--- config.mk ---
export PLATFORM = sky130hd
export DESIGN_NAME = diffeq_seq_ctrl_flat
export DESIGN_NICKNAME = d
export VERILOG_FILES = /design/src/rtl/diffeq_if.sv /design/src/rtl/diffeq_seq_ctrl.sv /design/src/flat_wrapper.sv
export SDC_FILE = /design/constraint.sdc
export NUM_CORES = 2
export LEC_CHECK = 0
export BUFFER_PORTS_ARGS = -buffer_cell sky130_fd_sc_hd__buf_4
export CAP_MARGIN = 20
export CORE_ASPECT_RATIO = 1.75
export CORE_MARGIN = 2
export CORE_UTILIZATION = 46
export CTS_BUF_LIST = sky130_fd_sc_hd__clkbuf_2 sky130_fd_sc_hd__clkbuf_4 sky130_fd_sc_hd__clkbuf_8
export CTS_CLUSTER_DIAMETER = 50
export CTS_CLUSTER_SIZE = 28
export DETAILED_ROUTE_END_ITERATION = 8
export RECOVER_POWER = 25
export SLEW_MARGIN = 30
export SYNTH_ARGS = -nofsm -noshare
export SYNTH_HDL_FRONTEND = slang
export SYNTH_SLANG_ARGS = --single-unit
--- constraint.sdc ---
create_clock -name clk -period 26.9 [get_ports clk]
set_input_delay 5.38 -clock clk [delete_from_list [all_inputs] [get_ports clk]]
set_output_delay 5.38 -clock clk [all_outputs]
set_load 0.02 [all_outputs]
--- src/rtl/diffeq_if.sv ---
// Operand/result bundle between the solver sequencer and its host.
// The host drives start and the operands; the sequencer returns state and status.
interface diffeq_if #(
    parameter int WIDTH  = 32,
    parameter int ITER_W = 16
);
    logic              start;
    logic [WIDTH-1:0]  aport;
    logic [WIDTH-1:0]  dxport;
    logic [WIDTH-1:0]  x_init;
    logic [WIDTH-1:0]  y_init;
    logic [WIDTH-1:0]  u_init;
    logic [WIDTH-1:0]  xport;
    logic [WIDTH-1:0]  yport;
    logic [WIDTH-1:0]  uport;
    logic              busy;
    logic              done;
    logic              overflow;
    logic [ITER_W-1:0] iter_count;

    modport master (
        output start, aport, dxport, x_init, y_init, u_init,
        input  xport, yport, uport, busy, done, overflow, iter_count
    );

    modport slave (
        input  start, aport, dxport, x_init, y_init, u_init,
        output xport, yport, uport, busy, done, overflow, iter_count
    );
endinterface

--- src/rtl/diffeq_seq_ctrl.sv ---
// Euler-step differential-equation solver with one shared multiplier, three
// multiply steps per iteration, start/done handshake and an iteration guard.
module diffeq_seq_ctrl #(
    parameter int WIDTH    = 32,
    parameter int ITER_W   = 16,
    parameter int MAX_ITER = 1024
) (
    input  logic     clk,
    input  logic     reset,
    diffeq_if.slave  bus
);
    typedef enum logic [2:0] {
        IDLE, CHECK, MUL1, MUL2, MUL3, UPDATE, DONE
    } state_t;

    localparam logic [ITER_W-1:0] MAX_ITER_C = ITER_W'(MAX_ITER);

    state_t            state_q, state_d;
    logic [WIDTH-1:0]  a_q, a_d, dx_q, dx_d;
    logic [WIDTH-1:0]  x_q, x_d, y_q, y_d, u_q, u_d;
    logic [WIDTH-1:0]  t_q, t_d, p1_q, p1_d, p2_q, p2_d;
    logic [ITER_W-1:0] iter_q, iter_d;
    logic              ovf_q, ovf_d;

    logic [WIDTH-1:0]  mul_a, mul_b, mul_p;
    logic [WIDTH-1:0]  x5, y3;

    assign x5 = (x_q << 2) + x_q;
    assign y3 = (y_q << 1) + y_q;

    // Operand select for the single shared multiplier; product keeps the low WIDTH bits.
    always_comb begin
        mul_a = '0;
        mul_b = '0;
        case (state_q)
            MUL1:    begin mul_a = u_q;  mul_b = dx_q; end
            MUL2:    begin mul_a = t_q;  mul_b = x5;   end
            MUL3:    begin mul_a = dx_q; mul_b = y3;   end
            default: begin mul_a = '0;   mul_b = '0;   end
        endcase
    end

    assign mul_p = mul_a * mul_b;

    always_ff @(posedge clk) begin
        if (reset) begin
            state_q <= IDLE;
            a_q     <= '0;
            dx_q    <= '0;
            x_q     <= '0;
            y_q     <= '0;
            u_q     <= '0;
            t_q     <= '0;
            p1_q    <= '0;
            p2_q    <= '0;
            iter_q  <= '0;
            ovf_q   <= 1'b0;
        end else begin
            state_q <= state_d;
            a_q     <= a_d;
            dx_q    <= dx_d;
            x_q     <= x_d;
            y_q     <= y_d;
            u_q     <= u_d;
            t_q     <= t_d;
            p1_q    <= p1_d;
            p2_q    <= p2_d;
            iter_q  <= iter_d;
            ovf_q   <= ovf_d;
        end
    end

    always_comb begin
        state_d = state_q;
        a_d     = a_q;
        dx_d    = dx_q;
        x_d     = x_q;
        y_d     = y_q;
        u_d     = u_q;
        t_d     = t_q;
        p1_d    = p1_q;
        p2_d    = p2_q;
        iter_d  = iter_q;
        ovf_d   = ovf_q;
        case (state_q)
            IDLE: begin
                if (bus.start) begin
                    a_d     = bus.aport;
                    dx_d    = bus.dxport;
                    x_d     = bus.x_init;
                    y_d     = bus.y_init;
                    u_d     = bus.u_init;
                    iter_d  = '0;
                    ovf_d   = 1'b0;
                    state_d = CHECK;
                end
            end
            CHECK: begin
                if (x_q < a_q) begin
                    if (iter_q < MAX_ITER_C) begin
                        state_d = MUL1;
                    end else begin
                        ovf_d   = 1'b1;
                        state_d = DONE;
                    end
                end else begin
                    state_d = DONE;
                end
            end
            MUL1: begin
                t_d     = mul_p;
                state_d = MUL2;
            end
            MUL2: begin
                p1_d    = mul_p;
                state_d = MUL3;
            end
            MUL3: begin
                p2_d    = mul_p;
                state_d = UPDATE;
            end
            UPDATE: begin
                // Every right-hand side uses the pre-update x, y and u.
                x_d     = x_q + dx_q;
                y_d     = y_q + t_q;
                u_d     = u_q - p1_q - p2_q;
                iter_d  = iter_q + 1'b1;
                state_d = CHECK;
            end
            DONE:    state_d = IDLE;
            default: state_d = IDLE;
        endcase
    end

    assign bus.xport      = x_q;
    assign bus.yport      = y_q;
    assign bus.uport      = u_q;
    assign bus.iter_count = iter_q;
    assign bus.overflow   = ovf_q;
    assign bus.busy       = (state_q != IDLE);
    assign bus.done       = (state_q == DONE);
endmodule

--- src/flat_wrapper.sv ---
// flat-port wrapper written by rule: the top's interface ports become plain ports
module diffeq_seq_ctrl_flat 
#(
    parameter int WIDTH    = 32,
    parameter int ITER_W   = 16,
    parameter int MAX_ITER = 1024
)
  (clk, reset, bus_start, bus_aport, bus_dxport, bus_x_init, bus_y_init, bus_u_init, bus_xport, bus_yport, bus_uport, bus_busy, bus_done, bus_overflow, bus_iter_count);
  diffeq_if #(.WIDTH(WIDTH), .ITER_W(ITER_W)) bus_i ();
  input  logic clk;
  input  logic reset;
  input wire logic [$bits(bus_i.start)-1:0] bus_start;
  input wire logic [$bits(bus_i.aport)-1:0] bus_aport;
  input wire logic [$bits(bus_i.dxport)-1:0] bus_dxport;
  input wire logic [$bits(bus_i.x_init)-1:0] bus_x_init;
  input wire logic [$bits(bus_i.y_init)-1:0] bus_y_init;
  input wire logic [$bits(bus_i.u_init)-1:0] bus_u_init;
  output wire logic [$bits(bus_i.xport)-1:0] bus_xport;
  output wire logic [$bits(bus_i.yport)-1:0] bus_yport;
  output wire logic [$bits(bus_i.uport)-1:0] bus_uport;
  output wire logic [$bits(bus_i.busy)-1:0] bus_busy;
  output wire logic [$bits(bus_i.done)-1:0] bus_done;
  output wire logic [$bits(bus_i.overflow)-1:0] bus_overflow;
  output wire logic [$bits(bus_i.iter_count)-1:0] bus_iter_count;
  assign bus_i.start = bus_start;
  assign bus_i.aport = bus_aport;
  assign bus_i.dxport = bus_dxport;
  assign bus_i.x_init = bus_x_init;
  assign bus_i.y_init = bus_y_init;
  assign bus_i.u_init = bus_u_init;
  assign bus_xport = bus_i.xport;
  assign bus_yport = bus_i.yport;
  assign bus_uport = bus_i.uport;
  assign bus_busy = bus_i.busy;
  assign bus_done = bus_i.done;
  assign bus_overflow = bus_i.overflow;
  assign bus_iter_count = bus_i.iter_count;
  diffeq_seq_ctrl #(.WIDTH(WIDTH), .ITER_W(ITER_W), .MAX_ITER(MAX_ITER)) u_core (.clk(clk), .reset(reset), .bus(bus_i));
endmodule
==> key figures <==
Critical path
  – Crit Path Max Fanout: 120
  – Highest-delay cell along the critical path: sky130_fd_sc_hd__clkbuf_1
  – Length in cells of the worst reg-to-reg path: 40
  – Crit Path Category: in -> reg
  – CP most frequent cell: sky130_fd_sc_hd__clkbuf_1
  – Crit path launch type: primary input
  – Reg-to-reg startpoint: u_core.bus.yport[1]$_SDFFE_PP0P_
  – Critical Path AT: 14.05 ns
  – Delay of the slowest critical-path stage: 3.97 ns
  – Worst flop-to-flop path endpoint: u_core.p1_q[31]$_SDFFE_PP0N_
  – Register-to-register setup slack: 14.86 ns
  – Worst setup path startpoint: reset
  – Required time worst endpoint: 27.52 ns
  – Category of the worst setup path capture point: flop
  – Series of cell instances along the critical path: clkbuf_1, clkbuf_1, buf_4, nor2_1, a21o_1
  – End of the critical path: u_core.p1_q[28]$_SDFFE_PP0N_

Synth
  – Part of the Yosys area used for sequential elements: 15.6%
  – Number of distinct library cell variants in the gate-level netlist after synthesis: 90
  – Async S/R FF share, synth: 0%
  – Post-Syn Area per Cell: 8.06 um^2
  – Flops & latches, synth: 276
  – Count of flip-flops with a built-in enable after synthesis: 0
  – Most used flip-flop cell after synthesis: sky130_fd_sc_hd__dfxtp_1
  – Net count after synthesis: 5321
  – Post-synth design cell area: 35500 um^2
  – Mapped Cells: 4406
  – Yosys warning total: 0

Drt
  – Iteration-0 DRC Markers: 2364
  – Number of routed nets with antenna violations: 0
  – Via/cell ratio: 5.73
  – Count of unresolved DRC violations after routing: 0
  – Number of detailed-route iterations in the first pass: 6
  – Routed Wire Length: 137 mm
  – Routed length per placed instance: 24.4 um
  – Detailed-route via count: 32.2k

STA
  – Tmin final: 13.43 ns
  – Final setup fails: 0
  – Final period utilization: 49.9%
  – Number of hold violations in the final report: 0
  – Highest attainable clock frequency: 74.5 MHz
  – Final number of max-transition violations: 210
  – Fin Setup TNS: 0 ns
  – Worst setup slack after layout: 13.47 ns
  – Setup skew after layout: 0.0626 ns
  – Max_slew headroom: -286%
  – Worst Tran Pin Value: 5.78 ns
  – RSZ-0062 raised after global routing: false

CTS
  – # H-tree levels: 1
  – Post-CTS Setup Repair Bufs: 0
  – Number of sinks on the clock net: 276
  – Cells resized by post-CTS repair: 0
  – CTS root buffer: sky130_fd_sc_hd__clkbuf_8
  – Clock tree from TritonCTS: done
  – Clock-pin slew of the registers on the worst-case setup and hold paths: 0.15 ns
  – Post-CTS Hold Fix Bufs: 0
  – Clk Latency, worst-skew pair: 0.71 ns
  – Number of buffers inserted during clock tree synthesis: 25
  – Clock buffer depth: 3

Floorplanning
  – Horizontal die dimension: 214 um
  – IO Count: 278
  – Height of the chip: 371 um
  – Initial Util: 46.5%
  – Overall die area: 79500 um^2
  – Cell Rows: 134
  – Core footprint: 76300 um^2

Final layout
  – Cell area after layout: 39300 um^2
  – Number of filler instances in the final layout: 7619
  – Share of cells above drive strength 1: 9.87%
  – Final core utilization: 51.5%
  – Total area of multi-input combinational cells: 27000 um^2
  – Area taken by flip-flops and latches: 5530 um^2
  – Layout Nets: 5495
  – Layout area overhead: 10.7%

Power
  – Flop pwr share: 27.3%
  – LEAKAGE: 17.5 nW
  – Combinational Power Share: 57.7%
  – PD cells: 57.7 nW/um^2
  – Cell Int Power: 1.06 mW
  – Total power: 2.27 mW
  – Max IR drop VDD: 98.3 uV
  – Clock share of power: 15.0%
  – Switching portion of total power: 53.4%
  – Net switching power figure: 1.21 mW

Global routing
  – Total congestion overflow after global routing: 0
  – Wire length of the first global-routing pass: 205 mm
  – GR Util All Layers: 34.6%
  – Vias in the first global route: 32.6k
  – Antenna violations before repair: 1
  – Largest net degree at the start of global routing: 121

Placement
  – Count of input and output buffers: 277
  – Placed Instance Area: 38700 um^2
  – Final HPWL from detailed placement: 109 mm
  – RD Place Congestion: 0.977
  – Pre-CTS WS: 15.04 ns

Status
  – Failing checks: capacitance limit, slew limit
  – Result of the run: complete, but fails checks

Flow run
  – Number of max-cap violations: 2

Hold path
  – Hold/Removal Path Class: reg -> reg
[sequential cells by signal, summed over array words and instances (netlist names)]
signal,count
u_core.p2_q,32
u_core.bus.iter_count,16
u_core.state_q,3
u_core.t_q,32
u_core.p1_q,32
u_core.bus.xport,32
u_core.a_q,32
u_core.dx_q,32
u_core.bus.yport,32
u_core.bus.uport,32
u_core.bus.overflow,1
[synth_stat cells, types with 35 or more instances]
| library cell | number | share of area, % |
|---|---|---|
| sky130_fd_sc_hd__xor2_1 | 49 | 1.2 |
| sky130_fd_sc_hd__nand2b_1 | 36 | 0.63 |
| sky130_fd_sc_hd__nor3_1 | 50 | 0.71 |
| sky130_fd_sc_hd__dfxtp_1 | 276 | 16 |
| sky130_fd_sc_hd__a22oi_1 | 52 | 1.1 |
| sky130_fd_sc_hd__nor2b_1 | 48 | 0.85 |
| sky130_fd_sc_hd__ha_1 | 309 | 11 |
| sky130_fd_sc_hd__a21o_1 | 64 | 1.4 |
| sky130_fd_sc_hd__clkbuf_1 | 166 | 1.8 |
| sky130_fd_sc_hd__mux2i_1 | 47 | 1.3 |
| sky130_fd_sc_hd__or2_2 | 35 | 0.62 |
| sky130_fd_sc_hd__inv_1 | 601 | 6.4 |
| sky130_fd_sc_hd__nand2_1 | 746 | 7.9 |
| sky130_fd_sc_hd__fa_1 | 443 | 25 |
| sky130_fd_sc_hd__o21a_1 | 46 | 0.97 |
| sky130_fd_sc_hd__nand3_1 | 48 | 0.68 |
| sky130_fd_sc_hd__o21ai_0 | 112 | 1.6 |
| sky130_fd_sc_hd__xnor2_1 | 124 | 3.1 |
| sky130_fd_sc_hd__a21oi_1 | 321 | 4.5 |
| sky130_fd_sc_hd__nor2_1 | 383 | 4.1 |
[cell usage in the layout, fill, tap and decap left out, types with 46 or more instances in the layout]
| cell | count |
|---|---|
| sky130_fd_sc_hd__nand3_1 | 47 |
| sky130_fd_sc_hd__a21oi_1 | 321 |
| sky130_fd_sc_hd__buf_4 | 313 |
| sky130_fd_sc_hd__dfxtp_1 | 275 |
| sky130_fd_sc_hd__fa_1 | 443 |
| sky130_fd_sc_hd__nor2_1 | 380 |
| sky130_fd_sc_hd__xor2_1 | 49 |
| sky130_fd_sc_hd__xnor2_1 | 124 |
| sky130_fd_sc_hd__inv_1 | 601 |
| sky130_fd_sc_hd__mux2i_1 | 47 |
| sky130_fd_sc_hd__nand2_1 | 744 |
| sky130_fd_sc_hd__o21ai_0 | 105 |
| sky130_fd_sc_hd__a22oi_1 | 50 |
| sky130_fd_sc_hd__ha_1 | 309 |
| sky130_fd_sc_hd__a21o_1 | 64 |
| sky130_fd_sc_hd__nor2b_1 | 48 |
| sky130_fd_sc_hd__nor3_1 | 50 |
| sky130_fd_sc_hd__o21a_1 | 46 |
[kinds of logic after synthesis]
logic type | synth area share [%]
AND/OR/NAND/NOR | 18.1
AO/OA/AOI/OAI | 15.6
buffers and inverters | 8.58
adder cells (fa/ha/maj) | 35.9
flip-flops | 15.6
XOR/XNOR | 4.85
multiplexers | 1.48
[critical path, delay by kind of cell]
family                 cells  cell delay, ns
AOI/OAI and AO/OA          1            0.21
buffers and inverters      3            8.22
and+or+nand+nor            1            0.16
[metrics by stage]
stage                     hold slack [ns]  std cells
final                               0.463       5622
after global routing                0.476       5620
after CTS                           0.463       5619
after detailed placement            0.446       5573
after global placement              0.442       5573
after floorplan                     0.436       4406
[cell type report]
cell class	count	area share [%]
multi-input combinational	3328	68.8
sequential	276	14.1
timing repair buffer	348	6.32
inverter	601	5.74
tap	1020	3.25
clock inverter	21	0.892
clock buffer	25	0.876
antenna	3	0.0191
[layer usage]
metal,share of wire [%],vias up,GRT usage (%)
li1,-,14723,-
met4,8.5,0,24.9
met1,35,15851,37.5
met3,6.5,353,5.33
met2,50,1264,61.4
met5,0,-,0
[worst min path at each step]
| stage | from | to | slack, ns | cells after the start |
|---|---|---|---|---|
| after floorplan | u_core.a_q[10]$_SDFFE_PP0P_ | u_core.a_q[10]$_SDFFE_PP0P_ | 0.44 | 2 |
| after global placement | u_core.p2_q[19]$_SDFFE_PP0N_ | u_core.p2_q[19]$_SDFFE_PP0N_ | 0.44 | 2 |
| after detailed placement | u_core.p1_q[8]$_SDFFE_PP0N_ | u_core.p1_q[8]$_SDFFE_PP0N_ | 0.45 | 2 |
| after CTS | u_core.p1_q[14]$_SDFFE_PP0N_ | u_core.p1_q[14]$_SDFFE_PP0N_ | 0.46 | 2 |
| after global routing | u_core.a_q[20]$_SDFFE_PP0P_ | u_core.a_q[20]$_SDFFE_PP0P_ | 0.48 | 2 |
| final | u_core.p1_q[14]$_SDFFE_PP0N_ | u_core.p1_q[14]$_SDFFE_PP0N_ | 0.46 | 2 |
[power by group through the flow]
stage,sequential (mW),clock [mW],combinational (mW)
3_5_place_dp,0.624,0,1.29
2_1_floorplan,0.583,0,0.818
5_1_grt,0.621,0.358,1.41
3_3_place_gp,0.623,0,1.28
4_1_cts,0.615,0.347,1.30
6_report,0.618,0.340,1.31
Power figures use the tool's default switching activity.
